## src/rtl/cpu_out_uart.sv

```systemverilog
// OUT-port logger: FIFO of strobed bytes, formatted as decimal text + CR LF, sent 8N1 on tx_o.
// Define OUT_UART_HEX_EN to emit two uppercase hex digits + CR LF instead of decimal.
module cpu_out_uart #(
    parameter int CLK_HZ     = 12000000,
    parameter int BAUD       = 115200,
    parameter int FIFO_DEPTH = 8
) (
    input  logic       clk,
    input  logic       reset_n_i,
    input  logic       out_strobe_i,
    input  logic [7:0] out_value_i,
    output logic       tx_o,
    output logic       busy_o,
    output logic       overflow_o
);
    localparam int DIV = (CLK_HZ + BAUD / 2) / BAUD;
    localparam int CW  = $clog2(DIV);
    localparam int AW  = $clog2(FIFO_DEPTH);
`ifdef OUT_UART_HEX_EN
    localparam int NCH = 4;
`else
    localparam int NCH = 5;
`endif
    localparam int IW = $clog2(NCH);

    typedef enum logic [1:0] {F_IDLE, F_POP, F_CONV, F_EMIT} fstate_t;
    typedef enum logic [1:0] {T_IDLE, T_START, T_DATA, T_STOP} tstate_t;

    logic [7:0]          mem [FIFO_DEPTH];
    logic [AW:0]         wr_ptr, rd_ptr;
    logic                empty, full, push;
    fstate_t             fstate;
    logic [7:0]          val;
    logic [NCH-1:0][7:0] chars;
    logic [IW-1:0]       cidx;
`ifndef OUT_UART_HEX_EN
    logic [1:0]          hund;
    logic [3:0]          tens;
`endif
    tstate_t             tstate;
    logic [CW-1:0]       bcnt;
    logic [2:0]          bidx;
    logic [7:0]          sh;
    logic                bit_end, tx_ready, tx_accept;

    assign empty     = (wr_ptr == rd_ptr);
    assign full      = (wr_ptr[AW] != rd_ptr[AW]) && (wr_ptr[AW-1:0] == rd_ptr[AW-1:0]);
    assign push      = out_strobe_i && !full;
    assign bit_end   = (bcnt == CW'(DIV - 1));
    assign tx_ready  = (tstate == T_IDLE) || ((tstate == T_STOP) && bit_end);
    assign tx_accept = (fstate == F_EMIT) && tx_ready;

`ifdef OUT_UART_HEX_EN
    function automatic logic [7:0] hexc(input logic [3:0] n);
        return (n < 4'd10) ? (8'h30 + {4'd0, n}) : (8'h37 + {4'd0, n});
    endfunction
`endif

    always_ff @(posedge clk)
        if (push) mem[wr_ptr[AW-1:0]] <= out_value_i;

    // A strobe that meets a full FIFO is lost even if a pop happens on the same edge.
    always_ff @(posedge clk or negedge reset_n_i) begin
        if (!reset_n_i) begin
            wr_ptr     <= '0;
            overflow_o <= 1'b0;
            busy_o     <= 1'b0;
        end else begin
            if (push) wr_ptr <= wr_ptr + 1'b1;
            if (out_strobe_i && full) overflow_o <= 1'b1;
            busy_o <= push || !empty || (fstate != F_IDLE) || (tstate != T_IDLE);
        end
    end

    always_ff @(posedge clk or negedge reset_n_i) begin
        if (!reset_n_i) begin
            fstate <= F_IDLE;
            rd_ptr <= '0;
            val    <= '0;
            chars  <= '0;
            cidx   <= '0;
`ifndef OUT_UART_HEX_EN
            hund   <= '0;
            tens   <= '0;
`endif
        end else begin
            case (fstate)
                F_IDLE: if (!empty) fstate <= F_POP;
                F_POP: begin
                    val    <= mem[rd_ptr[AW-1:0]];
                    rd_ptr <= rd_ptr + 1'b1;
                    cidx   <= '0;
`ifndef OUT_UART_HEX_EN
                    hund   <= '0;
                    tens   <= '0;
`endif
                    fstate <= F_CONV;
                end
                F_CONV: begin
`ifdef OUT_UART_HEX_EN
                    chars[0] <= hexc(val[7:4]);
                    chars[1] <= hexc(val[3:0]);
                    chars[2] <= 8'h0D;
                    chars[3] <= 8'h0A;
                    fstate   <= F_EMIT;
`else
                    // Repeated subtraction; whatever is left below 10 is the units digit.
                    if (val >= 8'd100) begin
                        val  <= val - 8'd100;
                        hund <= hund + 1'b1;
                    end else if (val >= 8'd10) begin
                        val  <= val - 8'd10;
                        tens <= tens + 1'b1;
                    end else begin
                        chars[0] <= (hund == 2'd0) ? 8'h20 : 8'h30 + {6'd0, hund};
                        chars[1] <= (hund == 2'd0 && tens == 4'd0) ? 8'h20 : 8'h30 + {4'd0, tens};
                        chars[2] <= 8'h30 + val;
                        chars[3] <= 8'h0D;
                        chars[4] <= 8'h0A;
                        fstate   <= F_EMIT;
                    end
`endif
                end
                F_EMIT: if (tx_ready) begin
                    if (cidx == IW'(NCH - 1)) fstate <= F_IDLE;
                    else                      cidx   <= cidx + 1'b1;
                end
                default: fstate <= F_IDLE;
            endcase
        end
    end

    // The next character is loaded on the last clock of STOP so frames run back-to-back.
    always_ff @(posedge clk or negedge reset_n_i) begin
        if (!reset_n_i) begin
            tstate <= T_IDLE;
            bcnt   <= '0;
            bidx   <= '0;
            sh     <= '0;
            tx_o   <= 1'b1;
        end else begin
            case (tstate)
                T_IDLE: begin
                    tx_o <= 1'b1;
                    if (tx_accept) begin
                        sh     <= chars[cidx];
                        bcnt   <= '0;
                        tstate <= T_START;
                        tx_o   <= 1'b0;
                    end
                end
                T_START: begin
                    if (bit_end) begin
                        bcnt   <= '0;
                        bidx   <= '0;
                        tstate <= T_DATA;
                        tx_o   <= sh[0];
                    end else bcnt <= bcnt + 1'b1;
                end
                T_DATA: begin
                    if (bit_end) begin
                        bcnt <= '0;
                        if (bidx == 3'd7) begin
                            tstate <= T_STOP;
                            tx_o   <= 1'b1;
                        end else begin
                            bidx <= bidx + 1'b1;
                            tx_o <= sh[bidx + 3'd1];
                        end
                    end else bcnt <= bcnt + 1'b1;
                end
                T_STOP: begin
                    if (bit_end) begin
                        bcnt <= '0;
                        if (tx_accept) begin
                            sh     <= chars[cidx];
                            tstate <= T_START;
                            tx_o   <= 1'b0;
                        end else tstate <= T_IDLE;
                    end else bcnt <= bcnt + 1'b1;
                end
                default: tstate <= T_IDLE;
            endcase
        end
    end
endmodule

```

## config.mk

```make
export PLATFORM = sky130hd
export DESIGN_NAME = cpu_out_uart
export DESIGN_NICKNAME = d
export VERILOG_FILES = /design/src/rtl/cpu_out_uart.sv
export SDC_FILE = /design/constraint.sdc
export NUM_CORES = 1
export LEC_CHECK = 0
export ABC_AREA = 1
export CAP_MARGIN = 20
export CORE_AREA = 2 2 113 115
export CTS_BUF_LIST = sky130_fd_sc_hd__clkbuf_16
export CTS_CLUSTER_DIAMETER = 200
export CTS_CLUSTER_SIZE = 10
export DETAILED_ROUTE_END_ITERATION = 8
export DIE_AREA = 0 0 115 117
export PLACE_DENSITY = 0.68
export SYNTH_ARGS = -nofsm -noshare
export SYNTH_HDL_FRONTEND = slang
export SYNTH_SLANG_ARGS = --single-unit
```

## constraint.sdc

```tcl
create_clock -name clk -period 2 [get_ports clk]
set_clock_uncertainty 0.05 [all_clocks]
set_input_delay 0.4 -clock clk [delete_from_list [all_inputs] [get_ports clk]]
set_output_delay 0.4 -clock clk [all_outputs]
set_load 0.05 [all_outputs]
```

==> out/qor.txt <==
Hold crit path type: register to register
Largest net degree at the start of global routing: 68
Final WL: 13800 um
H-tree depth: 4
Peak supply drop: 0.734 mV
Register area: 3600 um2
Routed vias: 4909
Synth cell types: 43
Req. time, crit path: 2.03 ns
Root Buffer Master: clkbuf_16
FMAX: 532 MHz
Post-DRT Antenna Nets: 0
Most common cell after layout, fill and taps aside: nand2_1
Area Overhead vs Synth: 14.1%
Worst EP arrival: 1.90 ns
Initial antenna violation count: 0
Synth Net Count: 781
Gpl congestion: 0.859
Tot GR Track Use: 0.228
RSZ-0062 raised after global routing: false
Row count: 41
Crit path time final: 1.88 ns
PwrDens: 1500 nW/um2
Hold slack: 0.420 ns
Clk slew on worst S/H paths: 0.05 ns
TritonCTS Buffers: 17
Max cap viols: 0
I/O Buffers: 13
Worst-Margin Slew: 0.486 ns
Setup bufs post-CTS: 0
Final hold vios: 0
DRT Pass-1 Iters: 5
Vias in the first global route: 4783
DR vias/cell: 5.22
Final Setup Violations: 0
Mapped Area: 6620 um2
Worst skew pair latency: 0.42 ns
Sequential area share after synthesis: 0.544
Final slew viol count: 0
CP Capture Type: register
Wirelength per Cell: 14.7 um
Outcome: completed
Synth warnings: 0
Setup Crit Path Kind: register to register
DIE AREA: 13500 um2
1st-iter DRT viols: 305
Period utilization: 0.940
Startpoint types: register
Post-synthesis register bit count: 131
Die X: 115 um
Final core utilization: 0.613
DIE HEIGHT: 117 um
Diodes inserted: 0
Fillers: 1032
Post-synthesis area per instance: 8.93 um2
Starting Density: 0.537
TritonCTS clock tree: built
First-pass GRT wire length: 23300 um
Clock Sinks: 131
Overflow after GRT: 0
Slew HR: 0.677
Gate Count Post-Synth: 741
Detail Placement HPWL: 9910 um
Layout cells sized above 1: 0.102
Post-route DRC: 0
# nets final: 818
Worst-path maximum fanout: 8
Commonest non-fill, non-tap cells in the layout: 215 x nand2_1, 94 x inv_1, 72 x nand3_1
Clk buf depth: 2
Leakage: 3.55 nW
I/O pins: 14
Multi-input logic area: 2570 um2
Core box area: 12300 um2
layer usage:
layer  wire (um)  GRT usage
met1        6100      0.285
met2        6780      0.378
met3         492     0.0484
met4         418      0.119
met5           0          0
state kept, by name (all words and copies together) (netlist names), 3 cells and up:
register	count
cidx	3
val	8
rd_ptr	4
mem	64
tens	4
sh	8
wr_ptr	4
chars	17
bidx	3
bcnt	7
per-stage QoR:
stage,setup TNS [ns],setup WS (ns),power [mW],instances,instance area (um2)
after floorplan,0,0.136,7.28,741,6620
after global placement,0,0.0221,8.47,908,7020
after detailed placement,-0.140,-0.0177,8.61,908,7020
after CTS,0,0.119,11.3,941,7540
after global routing,0,0.0101,12.2,941,7550
final,0,0.121,11.3,941,7550
final cells by class:
| class | count | area share |
|---|---|---|
| flip-flops and latches | 131 | 0.477 |
| multi-input cells | 495 | 0.340 |
| clock buffers | 17 | 0.0563 |
| inverters | 95 | 0.0472 |
| repair buffers | 38 | 0.0428 |
| well taps | 150 | 0.0249 |
| clock inverters | 15 | 0.0119 |
Yosys cell counts:
| cell type | count | share of area |
|---|---|---|
| nor2_2 | 7 | 0.0066 |
| o31ai_1 | 1 | 0.0011 |
| dfstp_2 | 1 | 0.0040 |
| xnor2_1 | 5 | 0.0066 |
| xor2_1 | 10 | 0.013 |
| dfrtp_1 | 66 | 0.25 |
| nand3_2 | 2 | 0.0030 |
| nor3_1 | 2 | 0.0015 |
| inv_2 | 6 | 0.0034 |
| nor3_2 | 1 | 0.0015 |
| clkbuf_2 | 1 | 0.00076 |
| or2_4 | 1 | 0.0013 |
| nand2_4 | 1 | 0.0017 |
| o22ai_1 | 6 | 0.0057 |
| nand3_1 | 72 | 0.054 |
| a211oi_2 | 1 | 0.0019 |
| nand2_2 | 4 | 0.0038 |
| inv_1 | 88 | 0.050 |
| nand4_1 | 6 | 0.0057 |
| mux2i_1 | 1 | 0.0015 |
| nand3b_4 | 1 | 0.0030 |
| o21ai_2 | 1 | 0.0013 |
| o21ai_0 | 45 | 0.034 |
| o21ai_1 | 7 | 0.0053 |
| ha_1 | 29 | 0.055 |
| a221oi_1 | 1 | 0.0013 |
| o21bai_1 | 1 | 0.0011 |
| nor2_1 | 52 | 0.030 |
| buf_4 | 2 | 0.0023 |
| nor2_8 | 1 | 0.0030 |
| a31oi_1 | 3 | 0.0028 |
| nand2_1 | 215 | 0.12 |
| buf_2 | 11 | 0.0083 |
| a21oi_1 | 8 | 0.0061 |
| clkbuf_1 | 6 | 0.0034 |
| edfxtp_1 | 64 | 0.29 |
| a21oi_4 | 1 | 0.0025 |
| nand3b_1 | 1 | 0.0011 |
| clkinv_1 | 1 | 0.00057 |
| or2_2 | 3 | 0.0028 |
| o211ai_1 | 3 | 0.0034 |
| nor4_1 | 1 | 0.00095 |
| nor3b_1 | 2 | 0.0023 |
kinds of logic (layout without fill, tap and decap cells):
logic type / Yosys count / count (layout) / synth area share
AO/OA/AOI/OAI: 78 / 78 / 0.0666
XOR/XNOR: 15 / 15 / 0.0199
multiplexers: 1 / 1 / 0.00151
flip-flops: 131 / 131 / 0.544
AND/OR/NAND/NOR: 372 / 372 / 0.244
adder cells (fa/ha/maj): 29 / 29 / 0.0549
buffers and inverters: 115 / 165 / 0.0687
power breakdown:
part | internal (mW) | switching, mW | leakage (nW)
Sequential | 3.50 | 0.417 | 1.45
Clock | 1.65 | 1.05 | 0.277
Combinational | 1.65 | 3.03 | 1.83
worst max-delay path: stages (launching register included):
cell and delay [ns]:
dfrtp_1 0.40, xnor2_1 0.24, nand3b_4 0.19, nand2_4 0.06
or2_4 0.27, nor2_2 0.32
path summary, 6_finish.rpt:
path / start / slack [ns] / end / cells after the start
worst min-delay path: tx_o$_DFFE_PN1P_ / 0.42 / tx_o$_DFFE_PN1P_ / 2
worst max register to register: wr_ptr[3]$_DFFE_PN0P_ / 0.12 / mem[0][0]$_DFFE_PP_ / 5
worst min register to register: tx_o$_DFFE_PN1P_ / 0.42 / tx_o$_DFFE_PN1P_ / 2
min in group asynchronous: reset_n_i / 0.49 / bidx[2]$_DFFE_PN0P_ / 3
worst max-delay path: wr_ptr[3]$_DFFE_PN0P_ / 0.12 / mem[0][0]$_DFFE_PP_ / 5
max in group asynchronous: reset_n_i / 1.11 / val[3]$_DFFE_PN0P_ / 3
what timing repair did:
action                                 in CTS  in global routing
endpoints found under the hold margin      66                  0
gates resized for setup                     2                  3
setup endpoints to repair                   2                  5
hold buffers                                1                  0
(Power assumes the default switching activity.)
